File: src/rtl/iob_2p_assim_mem_reader_if.sv
// Valid/ready output stream of the asymmetric two-port memory reader.
// The master drives the word and its valid flag; the slave returns ready.
interface iob_2p_assim_mem_reader_if #(
  parameter int DATA_W = 8
);
  logic              m_valid;
  logic              m_ready;
  logic [DATA_W-1:0] m_data;

  modport master (
    output m_valid,
    output m_data,
    input  m_ready
  );

  modport slave (
    input  m_valid,
    input  m_data,
    output m_ready
  );
endinterface

File: src/rtl/iob_2p_assim_mem_reader.sv
// Streaming read-side controller: drains a contiguous run of words from the
// memory read port (one-cycle latency) into a 4-entry buffer feeding a stream.
module iob_2p_assim_mem_reader #(
  parameter int R_DATA_W = 8,
  parameter int R_ADDR_W = 7
) (
  input  logic                clk,
  input  logic                rst_n,
  input  logic                start,
  input  logic [R_ADDR_W-1:0] start_addr,
  input  logic [R_ADDR_W:0]   len,
  output logic                busy,
  output logic                done,
  output logic                mem_r_en,
  output logic [R_ADDR_W-1:0] mem_r_addr,
  input  logic [R_DATA_W-1:0] mem_data,
  iob_2p_assim_mem_reader_if.master m
);

  typedef enum logic [1:0] {
    ST_IDLE,
    ST_RUN,
    ST_FIN
  } state_e;

  localparam logic [R_ADDR_W:0] LEN_ONE = (R_ADDR_W+1)'(1);

  state_e              state_q;
  logic [R_ADDR_W-1:0] addr_q;
  logic [R_ADDR_W:0]   issue_left_q;
  logic [R_ADDR_W:0]   pop_left_q;
  logic                busy_q;
  logic                done_q;
  logic                r_en_q;
  logic [R_ADDR_W-1:0] r_addr_q;
  logic                cap_q;
  logic [2:0]          occ_q;
  logic [2:0]          occ_d;
  logic [1:0]          out_q;
  logic [1:0]          out_d;
  logic [1:0]          wr_ptr_q;
  logic [1:0]          rd_ptr_q;
  logic [R_DATA_W-1:0] buf_mem [4];

  logic hs;
  logic start_issue;
  logic run_issue;
  logic issue;

  // Credit rule: buffered words plus reads in flight never exceed the buffer
  // depth, judged on registered counts only.
  always_comb begin
    hs          = (occ_q != 3'd0) && m.m_ready;
    start_issue = (state_q == ST_IDLE) && start && (len != '0);
    run_issue   = (state_q == ST_RUN) && (issue_left_q != '0) &&
                  (({1'b0, occ_q} + {2'b00, out_q}) < 4'd4);
    issue       = start_issue || run_issue;
    occ_d       = occ_q + 3'(cap_q) - 3'(hs);
    out_d       = out_q + 2'(issue) - 2'(cap_q);
  end

  // NOTE: every register below uses <= so all updates see pre-edge values.
  always_ff @(posedge clk or negedge rst_n) begin
    if (!rst_n) begin
      state_q      <= ST_IDLE;
      addr_q       <= '0;
      issue_left_q <= '0;
      pop_left_q   <= '0;
      busy_q       <= 1'b0;
      done_q       <= 1'b0;
      r_en_q       <= 1'b0;
      r_addr_q     <= '0;
      cap_q        <= 1'b0;
      occ_q        <= '0;
      out_q        <= '0;
      wr_ptr_q     <= '0;
      rd_ptr_q     <= '0;
    end else begin
      r_en_q <= issue;
      if (issue) begin
        r_addr_q <= start_issue ? start_addr : addr_q;
      end
      cap_q <= r_en_q;
      occ_q <= occ_d;
      out_q <= out_d;
      if (cap_q) begin
        wr_ptr_q <= wr_ptr_q + 2'd1;
      end
      if (hs) begin
        rd_ptr_q <= rd_ptr_q + 2'd1;
      end
      done_q <= 1'b0;

      case (state_q)
        ST_IDLE: begin
          if (start) begin
            pop_left_q <= len;
            if (len == '0) begin
              state_q <= ST_FIN;
              done_q  <= 1'b1;
            end else begin
              // The first read goes out on the accepting edge itself.
              state_q      <= ST_RUN;
              busy_q       <= 1'b1;
              addr_q       <= start_addr + 1'b1;
              issue_left_q <= len - 1'b1;
            end
          end
        end

        ST_RUN: begin
          if (run_issue) begin
            addr_q       <= addr_q + 1'b1;
            issue_left_q <= issue_left_q - 1'b1;
          end
          if (hs) begin
            pop_left_q <= pop_left_q - 1'b1;
            if (pop_left_q == LEN_ONE) begin
              state_q <= ST_FIN;
              busy_q  <= 1'b0;
              done_q  <= 1'b1;
            end
          end
        end

        ST_FIN: begin
          state_q <= ST_IDLE;
        end

        default: begin
          state_q <= ST_IDLE;
        end
      endcase
    end
  end

  // NOTE: buffer storage has no reset; m_data is gated by m_valid instead.
  always_ff @(posedge clk) begin
    if (cap_q) begin
      buf_mem[wr_ptr_q] <= mem_data;
    end
  end

  assign busy       = busy_q;
  assign done       = done_q;
  assign mem_r_en   = r_en_q;
  assign mem_r_addr = r_addr_q;
  assign m.m_valid  = (occ_q != 3'd0);
  assign m.m_data   = (occ_q != 3'd0) ? buf_mem[rd_ptr_q] : '0;

  a_occ_bound : assert property (@(posedge clk) disable iff (!rst_n)
    occ_q <= 3'd4);
  a_out_bound : assert property (@(posedge clk) disable iff (!rst_n)
    out_q <= 2'd2);
  a_no_overflow : assert property (@(posedge clk) disable iff (!rst_n)
    !(cap_q && (occ_q == 3'd4) && !hs));

endmodule

File: src/flat_wrapper.sv
// flat-port wrapper written by rule: the top's interface ports become plain ports
module iob_2p_assim_mem_reader_flat 
#(
  parameter int R_DATA_W = 8,
  parameter int R_ADDR_W = 7
)
  (clk, rst_n, start, start_addr, len, busy, done, mem_r_en, mem_r_addr, mem_data, m_m_valid, m_m_data, m_m_ready);
  iob_2p_assim_mem_reader_if #(.DATA_W((8))) m_i ();
  input  logic clk;
  input  logic rst_n;
  input  logic start;
  input  logic [R_ADDR_W-1:0] start_addr;
  input  logic [R_ADDR_W:0] len;
  output logic busy;
  output logic done;
  output logic mem_r_en;
  output logic [R_ADDR_W-1:0] mem_r_addr;
  input  logic [R_DATA_W-1:0] mem_data;
  output wire logic [$bits(m_i.m_valid)-1:0] m_m_valid;
  output wire logic [$bits(m_i.m_data)-1:0] m_m_data;
  input wire logic [$bits(m_i.m_ready)-1:0] m_m_ready;
  assign m_m_valid = m_i.m_valid;
  assign m_m_data = m_i.m_data;
  assign m_i.m_ready = m_m_ready;
  iob_2p_assim_mem_reader #(.R_DATA_W(R_DATA_W), .R_ADDR_W(R_ADDR_W)) u_core (.clk(clk), .rst_n(rst_n), .start(start), .start_addr(start_addr), .len(len), .busy(busy), .done(done), .mem_r_en(mem_r_en), .mem_r_addr(mem_r_addr), .mem_data(mem_data), .m(m_i));
endmodule
File: config.mk
export PLATFORM = sky130hd
export DESIGN_NAME = iob_2p_assim_mem_reader_flat
export DESIGN_NICKNAME = d
export VERILOG_FILES = /design/src/rtl/iob_2p_assim_mem_reader_if.sv /design/src/rtl/iob_2p_assim_mem_reader.sv /design/src/flat_wrapper.sv
export SDC_FILE = /design/constraint.sdc
export NUM_CORES = 1
export LEC_CHECK = 0
export CAP_MARGIN = 20
export CORE_MARGIN = 4
export CORE_UTILIZATION = 56
export CTS_CLUSTER_SIZE = 14
export DETAILED_ROUTE_END_ITERATION = 6
export PLACE_DENSITY = 0.81
export SETUP_SLACK_MARGIN = 0.15
export SLEW_MARGIN = 10
export SYNTH_ARGS = -nofsm -noshare
export SYNTH_HDL_FRONTEND = slang
export SYNTH_SLANG_ARGS = --single-unit
File: constraint.sdc
create_clock -name clk -period 2.6 [get_ports clk]
set_input_delay 0.39 -clock clk [delete_from_list [all_inputs] [get_ports clk]]
set_output_delay 0.39 -clock clk [all_outputs]
set_load 0.02 [all_outputs]
==> impl_metrics.toml <==
[routing]
first_iter_violations = 290
wl_um = 9010
vias = 3099
vias_per_cell = 5.91
dr.pass1.iters = 6
remaining_drc_errors = 0
routedWlPerCell_um = 17.2
antenna_left = 0

[timing]
drv_slew = 0
layout_worst_path_cycle_share = 0.869
min_period_ps = 2260
fmax_ghz = 0.442
rsz0062_at_grt = "false"
hold_slack_ps = 407
tightest_slew_ps = 549
tns_ps = 0
fin_skew_ps = 7.01
hold_viol = 0
relSlewSlack = 0.631
finalSetupViolCount = 0

[min_path]
whs_path_depth = 0
whs_endpoint = "u_core.cap_q"
hold_class = "reg2reg"
holdCritStartpoint = "u_core.mem_r_en"

[layout]
synthToLayoutAreaGrowth_pct = 21.5
fin_nets = 463
final_cell_mix = "dfrtp_1, clkdlybuf4s50_1, edfxtp_1"
drive_above_1_share = 0.140
num_antenna_cells = 0
layout_commonest_cell = "dfrtp_1"
final_core_util = 0.710

[pwr]
swShare = 0.398
power_density_mw_per_mm2 = 1210
p_leak_nw = 1.97
peakVddDrop_v = 0.000654
power.internal_mw = 3.57
power_frac_comb = 0.475
seqPwrFrac = 0.356
power.switching_mw = 2.36
clock_power_share = 0.169

[place]
gp_congestion = 0.883
numPortBuffers = 45
hpwl_um = 6210

[worst_setup_path]
r2r_cells = 10
critPathCaptureType = "primary output"
r2r_slack_ps = 360
crit_type = "reg2out"
startpoint_type = "flop"
arrival_ps = 1870
r2r-start = "u_core.state_q[1]"
critPathMaxFanout = 5
r2r-end = "u_core.issue_left_q[4]"
cp_data_required_time_ps = 2210

[floorplanning]
ios = 46
die_h_um = 92.9
core-area_mm2 = 0.00691
die_w_um = 92.9
num_rows = 30
initial_utilization = 0.584
dieArea_mm2 = 0.00862

[global_route]
grt_use_total = 0.226
grt_pass1_wl_um = 15200
grt_pass1_vias = 3122
overflow = 0
antenna_found_initial = 0
grt_max_degree = 31

[yosys]
synth.largest_area_cell = "dfrtp_1"
synth_area_per_cell_um2 = 11.1
ys_seq_area_frac = 0.517
synth.cell_area_mm2 = 0.00403
ys_seq_elements = 77
synth_top_area_share = 0.279
ys_warn_count = 0
ys_types = 60
postSynthCellCount = 365
synth_area_leaders = "dfrtp_1, edfxtp_1, mux4_2, ha_1, mux2i_1"
ys.flop_type = "dfrtp_1"
async_reset_ff_frac = 0.584
synth_edf_count = 32
syn_nets = 405

[run]
drv_cap = 0

[clock_tree]
clock_latency_ps = 340
cts_tree = "yes"
clk_pin_slew_ps = 80
numCtsBuffers = 9
cts_root_buf = "clkbuf_8"
cts_sinks = 77
ctsLongestPathBuffers = 2
cts_max_level = 3

[outcome]
outcome = "finished clean"
-- synth_stat cells (6+ instances only) --
cell type,instances
dfrtp_1,45
o21ai_0,24
nor2_1,28
a21oi_1,20
edfxtp_1,32
mux2i_1,14
mux4_2,8
inv_1,18
clkbuf_1,12
nand3_1,10
ha_1,12
and2_1,13
nand2b_1,7
nor3_1,6
nand2_1,31
xnor2_1,6
-- timing repair --
| action | 4_1_cts | 5_1_grt |
|---|---|---|
| buffers inserted | 0 | 0 |
| hold buffers | 1 | 0 |
| endpoints found under the setup margin | 8 | 4 |
| gates resized for setup | 9 | 3 |
| endpoints found under the hold margin | 15 | 0 |
-- logic make-up (layout without fill, tap and decap cells) --
group,Yosys count,in the layout,synth area share
mux,27,27,0.0943
simple gates,113,113,0.138
buf+inv,38,101,0.0422
fa+ha+maj,13,13,0.0422
flops,77,77,0.517
xor+xnor,8,8,0.0174
compound gates,89,89,0.149
-- worst max path at each step --
stage,start,endpoint,slack [ps],cells past startpoint
after floorplan,len[4],u_core.out_q[1],340,8
after global placement,len[4],u_core.addr_q[1],110,6
after detailed placement,len[3],u_core.out_q[1],70,7
after CTS,u_core.rd_ptr_q[0],m_m_data[4],300,4
after global routing,u_core.state_q[1],u_core.addr_q[6],180,8
final,u_core.rd_ptr_q[0],m_m_data[4],340,4
-- area by class of cell --
| class | count | area (um2) |
|---|---|---|
| Inverter | 18 | 67.6 |
| Clock inverter | 6 | 95.1 |
| Clock buffer | 10 | 128 |
| Timing Repair Buffer | 67 | 616 |
| Multi-Input combinational cell | 250 | 1790 |
| Sequential cell | 77 | 2090 |
| Fill cell | 531 | 2000 |
| Tap cell | 96 | 120 |
-- metrics by stage --
step | power (mW) | instances | area, um2 | setup WS [ps]
CTS | 5.94 | 524 | 4900 | 298
detailed placement | 4.97 | 507 | 4670 | 65.0
global placement | 4.84 | 507 | 4670 | 108
finish | 5.93 | 524 | 4900 | 340
floorplan | 4.05 | 365 | 4030 | 345
global route | 6.38 | 524 | 4900 | 182
-- registers in the layout (all words and copies together), names as in the netlist, 2 cells and up --
register             count
u_core.pop_left_q        8
u_core.out_q             2
u_core.state_q           2
u_core.rd_ptr_q          2
u_core.wr_ptr_q          2
u_core.buf_mem          32
u_core.occ_q             3
u_core.mem_r_addr        7
u_core.issue_left_q      8
u_core.addr_q            7
-- power by group through the flow --
stage,Clock (mW),Combinational (mW),Sequential [mW]
2_1_floorplan,0,2.02,2.03
3_3_place_gp,0,2.74,2.10
3_5_place_dp,0,2.85,2.12
4_1_cts,1.02,2.82,2.11
5_1_grt,1.07,3.13,2.18
6_report,1.00,2.82,2.11
-- routing by layer --
| metal | global-route usage | vias up | share of wire |
|---|---|---|---|
| li1 | - | 1461 | - |
| met1 | 0.314 | 1494 | 0.43 |
| met2 | 0.361 | 128 | 0.48 |
| met3 | 0.0374 | 16 | 0.065 |
| met4 | 0.0781 | 0 | 0.018 |
| met5 | 0 | - | 0 |
-- critical path: stages (launching register included) --
cell,delay [ps]
dfrtp_1,350
buf_4,160
mux4_2,530
and2_1,180
dlygate4sd2_1,310
No activity file was read; power rests on OpenSTA's default activity.
